$ cat src/rtl/sll_iter_32bit_pkg.sv
// Shared types and constants for the iterative logical left shifter.
package shifter_pkg;

  typedef enum logic [1:0] {
    IDLE  = 2'd0,
    SHIFT = 2'd1,
    DONE  = 2'd2
  } state_e;

  localparam int STAGES  = 5;
  localparam int SHAMT_W = 5;

endpackage

$ cat src/rtl/sll_iter_32bit_if.sv
// Operand/result handshake bundle for sll_iter_32bit.
interface sll_iter_32bit_if;
  logic        in_valid;
  logic        in_ready;
  logic [31:0] in;
  logic [31:0] shift_sel;
  logic        out_valid;
  logic        out_ready;
  logic [31:0] out;

  modport master (
    output in_valid, in, shift_sel, out_ready,
    input  in_ready, out_valid, out
  );

  modport slave (
    input  in_valid, in, shift_sel, out_ready,
    output in_ready, out_valid, out
  );
endinterface

$ cat src/rtl/sll_iter_32bit_mux.sv
// Single 2:1 word mux reused by every shift stage.
module mux2to1_32bit (
  input  logic [31:0] a,
  input  logic [31:0] b,
  input  logic        sel,
  output logic [31:0] y
);
  assign y = sel ? b : a;
endmodule

$ cat src/rtl/sll_iter_32bit.sv
// Multi-cycle logical left shifter: one log stage (1,2,4,8,16) per clock.
//
// state | meaning
// IDLE  | waiting for an operand, in_ready=1
// SHIFT | applying stage 0..4, one per clock
// DONE  | result presented, out_valid=1 until out_ready
module sll_iter_32bit
  import shifter_pkg::*;
(
  input  logic             clk,
  input  logic             rst_n,
  sll_iter_32bit_if.slave  bus
);

  state_e             state;
  logic [31:0]        acc;
  logic [SHAMT_W-1:0] shamt_q;
  logic [2:0]         stage;
  logic [31:0]        shifted;
  logic [31:0]        acc_next;
  logic               unused_shift_hi;

  // Upper shift-amount bits carry no meaning for a 32-bit shift.
  assign unused_shift_hi = ^bus.shift_sel[31:SHAMT_W];

  always_comb begin
    shifted = acc;
    case (stage)
      3'd0:    shifted = {acc[30:0], 1'b0};
      3'd1:    shifted = {acc[29:0], 2'b0};
      3'd2:    shifted = {acc[27:0], 4'b0};
      3'd3:    shifted = {acc[23:0], 8'b0};
      3'd4:    shifted = {acc[15:0], 16'b0};
      default: shifted = acc;
    endcase
  end

  mux2to1_32bit u_stage_mux (
    .a   (acc),
    .b   (shifted),
    .sel (shamt_q[stage]),
    .y   (acc_next)
  );

  always_ff @(posedge clk or negedge rst_n) begin
    if (!rst_n) begin
      state   <= IDLE;
      acc     <= '0;
      shamt_q <= '0;
      stage   <= '0;
    end else begin
      case (state)
        IDLE: begin
          if (bus.in_valid) begin
            acc     <= bus.in;
            shamt_q <= bus.shift_sel[SHAMT_W-1:0];
            stage   <= '0;
            state   <= SHIFT;
          end
        end
        SHIFT: begin
          acc <= acc_next;
          if (stage == 3'(STAGES - 1)) begin
            stage <= '0;
            state <= DONE;
          end else begin
            stage <= stage + 3'd1;
          end
        end
        DONE: begin
          if (bus.out_ready) state <= IDLE;
        end
        default: state <= IDLE;
      endcase
    end
  end

  assign bus.in_ready  = (state == IDLE);
  assign bus.out_valid = (state == DONE);
  assign bus.out       = acc;

endmodule

$ cat src/flat_wrapper.sv
// flat-port wrapper written by rule: the top's interface ports become plain ports
module sll_iter_32bit_flat import shifter_pkg::*;
  (clk, rst_n, bus_in_valid, bus_in, bus_shift_sel, bus_out_ready, bus_in_ready, bus_out_valid, bus_out);
  sll_iter_32bit_if bus_i ();
  input  logic clk;
  input  logic rst_n;
  input wire logic [$bits(bus_i.in_valid)-1:0] bus_in_valid;
  input wire logic [$bits(bus_i.in)-1:0] bus_in;
  input wire logic [$bits(bus_i.shift_sel)-1:0] bus_shift_sel;
  input wire logic [$bits(bus_i.out_ready)-1:0] bus_out_ready;
  output wire logic [$bits(bus_i.in_ready)-1:0] bus_in_ready;
  output wire logic [$bits(bus_i.out_valid)-1:0] bus_out_valid;
  output wire logic [$bits(bus_i.out)-1:0] bus_out;
  assign bus_i.in_valid = bus_in_valid;
  assign bus_i.in = bus_in;
  assign bus_i.shift_sel = bus_shift_sel;
  assign bus_i.out_ready = bus_out_ready;
  assign bus_in_ready = bus_i.in_ready;
  assign bus_out_valid = bus_i.out_valid;
  assign bus_out = bus_i.out;
  sll_iter_32bit u_core (.clk(clk), .rst_n(rst_n), .bus(bus_i));
endmodule
$ cat config.mk
export PLATFORM = sky130hd
export DESIGN_NAME = sll_iter_32bit_flat
export DESIGN_NICKNAME = d
export VERILOG_FILES = /design/src/rtl/sll_iter_32bit_pkg.sv /design/src/rtl/sll_iter_32bit_if.sv /design/src/rtl/sll_iter_32bit_mux.sv /design/src/rtl/sll_iter_32bit.sv /design/src/flat_wrapper.sv
export SDC_FILE = /design/constraint.sdc
export NUM_CORES = 1
export LEC_CHECK = 0
export BUFFER_PORTS_ARGS = -buffer_cell sky130_fd_sc_hd__clkbuf_2
export CAP_MARGIN = 20
export CORE_MARGIN = 5
export CORE_UTILIZATION = 35
export CTS_CLUSTER_SIZE = 8
export DETAILED_ROUTE_END_ITERATION = 10
export PLACE_DENSITY = 0.69
export REMOVE_ABC_BUFFERS = 1
export SLEW_MARGIN = 20
export SYNTH_ARGS = -nofsm -noshare
export SYNTH_HDL_FRONTEND = slang
export SYNTH_SLANG_ARGS = --single-unit
$ cat constraint.sdc
create_clock -name clk -period 2 [get_ports clk]
set_input_delay 0.2 -clock clk [delete_from_list [all_inputs] [get_ports clk]]
set_output_delay 0.2 -clock clk [all_outputs]
set_load 0.1 [all_outputs]
==> out/metrics.yaml, run 1 <==
finish:
  layout.cells.non_filler: 515
  insertedDiodeCount: 0
  drive_above_1_share: 0.3951
  nets: 482
  syn_to_final_growth_pct: 26.74
  post-route-cell-area_um2: 3825
sta:
  timing.fmax_mhz: 484.6
  maxSlewViolCount: 0
  setup_tns_ns: -1.159
  slew_headroom: 0.6327
  period_share: 1.032
  skew_ns: 0.008743
  hold_viol_final: 0
  setup_ws_ns: -0.06370
  finalSetupViolCount: 31
  layout_min_cycle_time_ns: 2.064
  tightest_slew_ns: 0.5534
  grt_setup_unrepaired: "true"
drt:
  routed_wl_um: 8971
  drtAntennaViolNets: 0
  dr.first_iter.drc_count: 173
  vias: 2976
  drt-pass1-iter-count: 6
  wl_met2_um: 4340
  wl_met1_um: 3887
  drc: 0
  top_layer: "met4"
  vias_per_cell: 5.779
  wl_per_cell_um: 17.42
  wl_met3_um: 629
clock_tree:
  clockBufferDepth: 2
  cts_root_buf: "clkbuf_8"
  insertion_delay_ns: 0.30
  cts_buffers: 5
  cts_num_sinks: 42
  htree_levels: 2
  cts_tree: "yes"
  post_cts_buffers: 0
  cts.clk_slew.worst_paths_ns: 0.08
yosys:
  yosysTopAreaCellShare: 0.3483
  ys_seq_elements: 42
  ys_seq_area_frac: 0.3483
  synth_area_um2: 3018
  synth_top_cells_by_area: "dfrtp_1 (35%), mux2_4 (15%), o21ai_0 (12%)"
  yosysUniqueCellTypes: 32
  post-synth-top-count-cell: "o21ai_0"
  synth-edff-count: 0
  syn_avg_cell_area_um2: 9.009
  yosysTopAreaCell: "dfrtp_1"
  synthCells: 335
  ys.flop_type: "dfrtp_1"
  synth_common_cells: "o21ai_0 (70), dfrtp_1 (42), nand2_1 (37)"
  ys_warn_count: 0
  async_reset_ff_frac: 1.000
worst_setup_path:
  worstSetupEndpointType: "flop"
  cp_max_fo: 24
  path_cells: "ha_1 > ha_2 > buf_8 > a222oi_1 > and2_1 > o21ai_0 > mux2_4"
  startpoint_type: "flop"
  cp_slowest_cell: "dfrtp_1"
  path_delay_family: "adder cells"
  cp_num_buf_inv: 1
  r2r-end: "u_core.bus.out[13]"
  max_stage_delay_ns: 0.45
  worst-setup-path-type: "reg2reg"
  worstPathArrival_ns: 2.25
  worst-path-stages: 7
  timing.rr.start: "u_core.stage[0]"
  crit_required_ns: 2.18
  reg2reg_slack_ns: -0.06
  worstRegToRegCells: 7
grt:
  antenna_found_initial: 0
  track_usage: 0.1726
  grt_start_max_net_pins: 32
  grt_pass1_vias: 2926
  grt_pass1_wl_um: 14630
  grt-ovfl-total: 0
place:
  hpwl_um: 6584
  gp_congestion: 0.8705
  placed_cells: 506
  placed_cell_area_um2: 3605
  dpl_worst_slack_ns: -0.1521
  portBuffers: 74
floorplan:
  die_area_um2: 10580
  coreArea_um2: 8299
  start_util: 0.3636
  die_y_um: 102.9
  rows: 33
  die_x_um: 102.9
  io_pins: 102
min_path:
  hold_end: "u_core.bus.out[0]"
  worstHoldPathType: "in2reg"
  hp-start: "bus_in[0]"
  hold-path-cell-count: 3
outcome:
  outcome: "finished with violations"
  violations: "setup timing"
flow_run:
  drv_cap: 0
## metal layers
metal | vias up | global-route usage
li1 | 1386 | -
met5 | - | 0
met4 | 0 | 0.03785
met3 | 12 | 0.02503
met1 | 1456 | 0.2372
met2 | 122 | 0.2895
## cells by family (layout without fill, tap and decap cells)
kind of cell | Yosys count | count (layout) | share of synthesized area
mux | 37 | 37 | 0.1750
buf+inv | 37 | 112 | 0.05513
simple gates | 84 | 84 | 0.1206
fa+ha+maj | 5 | 5 | 0.02073
compound gates | 130 | 130 | 0.2803
flops | 42 | 42 | 0.3483
## worst max path at each step
stage | from | to
after CTS | u_core.stage[1] | u_core.bus.out[15]
after floorplan | u_core.stage[2] | u_core.bus.out[23]
after detailed placement | u_core.stage[1] | u_core.bus.out[8]
final | u_core.stage[0] | u_core.bus.out[13]
after global placement | u_core.stage[1] | u_core.bus.out[23]
after global routing | u_core.stage[0] | u_core.bus.out[23]
## repair_timing
item,in CTS,in global routing
endpoints found under the setup margin,31,31
pin swaps,1,6
gates resized for setup,9,26
hold endpoints to repair,42,0
cloned,0,0
hold buffers,1,0
## metrics by stage
step	util	hold slack, ns
after global routing	0.4609	0.1115
after detailed placement	0.4343	0.2118
after CTS	0.4505	0.09122
final	0.4609	0.09425
after floorplan	-	-0.09559
after global placement	0.4343	0.1997
## tightest hold or removal path, cell delays in order
cell      delay, ns
clkbuf_2       0.08
nand2_1        0.04
nand2_1        0.05
## state kept, by name, indices dropped and copies added, names as in the netlist
register / flops
u_core.bus.out: 32
u_core.shamt_q: 5
u_core.stage: 3
u_core.state: 2
## cell type report
type / instances / area (um^2)
Sequential cell: 42 / 1051
Multi-Input combinational cell: 256 / 1908
Clock inverter: 1 / 5.005
Clock buffer: 7 / 86.33
Inverter: 4 / 15.01
Tap cell: 105 / 131.4
Fill cell: 820 / 4474
Timing Repair Buffer: 100 / 628.1
## layout by cell type, fill, tap and decap left out, types with 13 or more instances in the layout
cell / count
a32oi_1: 13
mux2_4: 30
nor2_1: 26
dfrtp_1: 42
buf_4: 18
a22oi_1: 19
o21ai_0: 62
clkbuf_2: 74
nand2_1: 37
Power of run 1 is left out: the tool's default activity adds up to more than one toggle a clock period on the data nets, which glitch-free logic cannot reach.
==> run 2: changes to the inputs <==
PLACE_DENSITY = 0.57   (was 0.69)
==> run 2 against run 1 <==
Against the previous run:
- the run still ends with setup timing left
- final cell count fell by 0.39%
- via count fell by 2.7%
- hold slack improved by 0.0047 ns
- fmax rose by 2.5%
- register-to-register slack improved by 0.05 ns
- non-clock buffer count fell by 2
- critical path depth did not move
- utilization fell by 0.71 points
- highest routed layer unchanged
==> out/metrics.yaml, run 2 (synthesized netlist as in run 1, its figures left out) <==
outcome:
  outcome: "finished with violations"
  violations: "setup timing"
grt:
  grt_start_max_net_pins: 39
  track_usage: 0.1684
  grt_pass1_wl_um: 14350
  grt-ovfl-total: 0
  grt_pass1_vias: 2838
  antenna_found_initial: 0
worst_setup_path:
  worstRegToRegCells: 7
  startpoint_type: "flop"
  cp_max_fo: 18
  cp_num_buf_inv: 2
  max_stage_delay_ns: 0.42
  path_cells: "buf_4 > nor4bb_4 > a221o_1 > a41oi_2 > nor2_4 > buf_12 > mux2_4"
  path_delay_family: "simple AND/OR/NAND/NOR gates"
  worst-setup-path-type: "reg2reg"
  cp_slowest_cell: "dfrtp_1"
  worstPathArrival_ns: 2.19
  worstSetupEndpointType: "flop"
  worst-path-stages: 7
  crit_required_ns: 2.18
clock_tree:
  cts_tree: "yes"
  clockBufferDepth: 2
  htree_levels: 2
  insertion_delay_ns: 0.30
  cts_num_sinks: 42
  cts.clk_slew.worst_paths_ns: 0.08
  cts_root_buf: "clkbuf_8"
  cts_buffers: 5
sta:
  layout_min_cycle_time_ns: 2.014
  maxSlewViolCount: 0
  grt_setup_unrepaired: "true"
  finalSetupViolCount: 18
  period_share: 1.007
  setup_ws_ns: -0.01377
  tightest_slew_ns: 0.5998
  slew_headroom: 0.6001
  setup_tns_ns: -0.1320
  skew_ns: 0.01044
  timing.fmax_mhz: 496.6
  hold_viol_final: 0
finish:
  layout.cells.non_filler: 513
  drive_above_1_share: 0.3725
  syn_to_final_growth_pct: 24.79
  largest_reg_flops: 32
  insertedDiodeCount: 0
  fillers: 862
  final_common_cell: "clkbuf_2"
  final_cell_mix: "clkbuf_2 (74), o21ai_0 (67), dfrtp_1 (41), nand2_1 (37), mux2_4 (30)"
  nets: 480
flow_run:
  drv_cap: 0
min_path:
  hold-path-cell-count: 3
  worstHoldPathType: "in2reg"
floorplan:
  die_x_um: 102.9
  io_pins: 102
  start_util: 0.3636
  coreArea_um2: 8299
  rows: 33
  die_area_um2: 10580
  die_y_um: 102.9
drt:
  routed_wl_um: 8626
  vias: 2896
  vias_per_cell: 5.645
  wl_per_cell_um: 16.81
  drc: 0
  dr.first_iter.drc_count: 260
  drtAntennaViolNets: 0
  drt-pass1-iter-count: 6
place:
  portBuffers: 74
  gp_congestion: 0.8020
  dpl_worst_slack_ns: -0.09429
  placed_cells: 503
  hpwl_um: 6257
run 2: cell count changes in the layout (fill, tap and decap cells not counted), sizes merged:
cell    delta
clkinv     -1
buf        -2
clkbuf     +1
run 2: timing repair:
| action | CTS | global route |
|---|---|---|
| endpoints found under the setup margin | 31 | 31 |
| setup buffers | 0 | 1 |
| pin swaps | 0 | 4 |
| hold buffers | 1 | 0 |
| resized for setup | 3 | 14 |
| hold endpoints to repair | 20 | 0 |
run 2: metal layers:
| layer | up-vias | part of all wire | track usage |
|---|---|---|---|
| met1 | 1389 | 0.46 | 0.2420 |
| met5 | - | 0 | 0 |
| met4 | 0 | 0.013 | 0.03785 |
| li1 | 1387 | - | - |
| met2 | 110 | 0.46 | 0.2676 |
| met3 | 10 | 0.068 | 0.02639 |
run 2: final timing paths:
path	from	slack, ns	to
min in group asynchronous	rst_n	0.43	u_core.bus.out[24]
hold / removal	bus_in[0]	0.1	u_core.bus.out[0]
hold reg to reg	u_core.bus.out[31]	0.52	u_core.bus.out[31]
setup / recovery	u_core.stage[0]	-0.01	u_core.bus.out[15]
max in group asynchronous	rst_n	1.03	u_core.stage[2]
setup reg to reg	u_core.stage[0]	-0.01	u_core.bus.out[15]
run 2: worst reg2reg max path: cells and delay by family (launching register included):
family,cells,cell delay (ns)
AND/OR/NAND/NOR,2,0.45
buffers and inverters,2,0.38
AO/OA/AOI/OAI,2,0.34
multiplexers,1,0.32
flip-flops,1,0.42
run 2: cell type report:
cell class / instances / area [um^2] / share of cell area
Multi-Input combinational cell: 256 / 1852 / 0.4917
Sequential cell: 42 / 1052 / 0.2794
Timing Repair Buffer: 98 / 605.6 / 0.1608
Tap cell: 105 / 131.4 / 0.03488
Clock buffer: 8 / 110.1 / 0.02924
Inverter: 4 / 15.01 / 0.003987
run 2: per-stage QoR:
step / util / hold slack, ns / area, um^2
3_5_place_dp: 0.4316 / 0.2307 / 3582
3_3_place_gp: 0.4316 / 0.2176 / 3582
4_1_cts: 0.4475 / 0.09278 / 3714
2_1_floorplan: - / -0.09559 / 2867
6_report: 0.4538 / 0.09892 / 3766
5_1_grt: 0.4538 / 0.1170 / 3766
Power of run 2 is left out for the same reason.
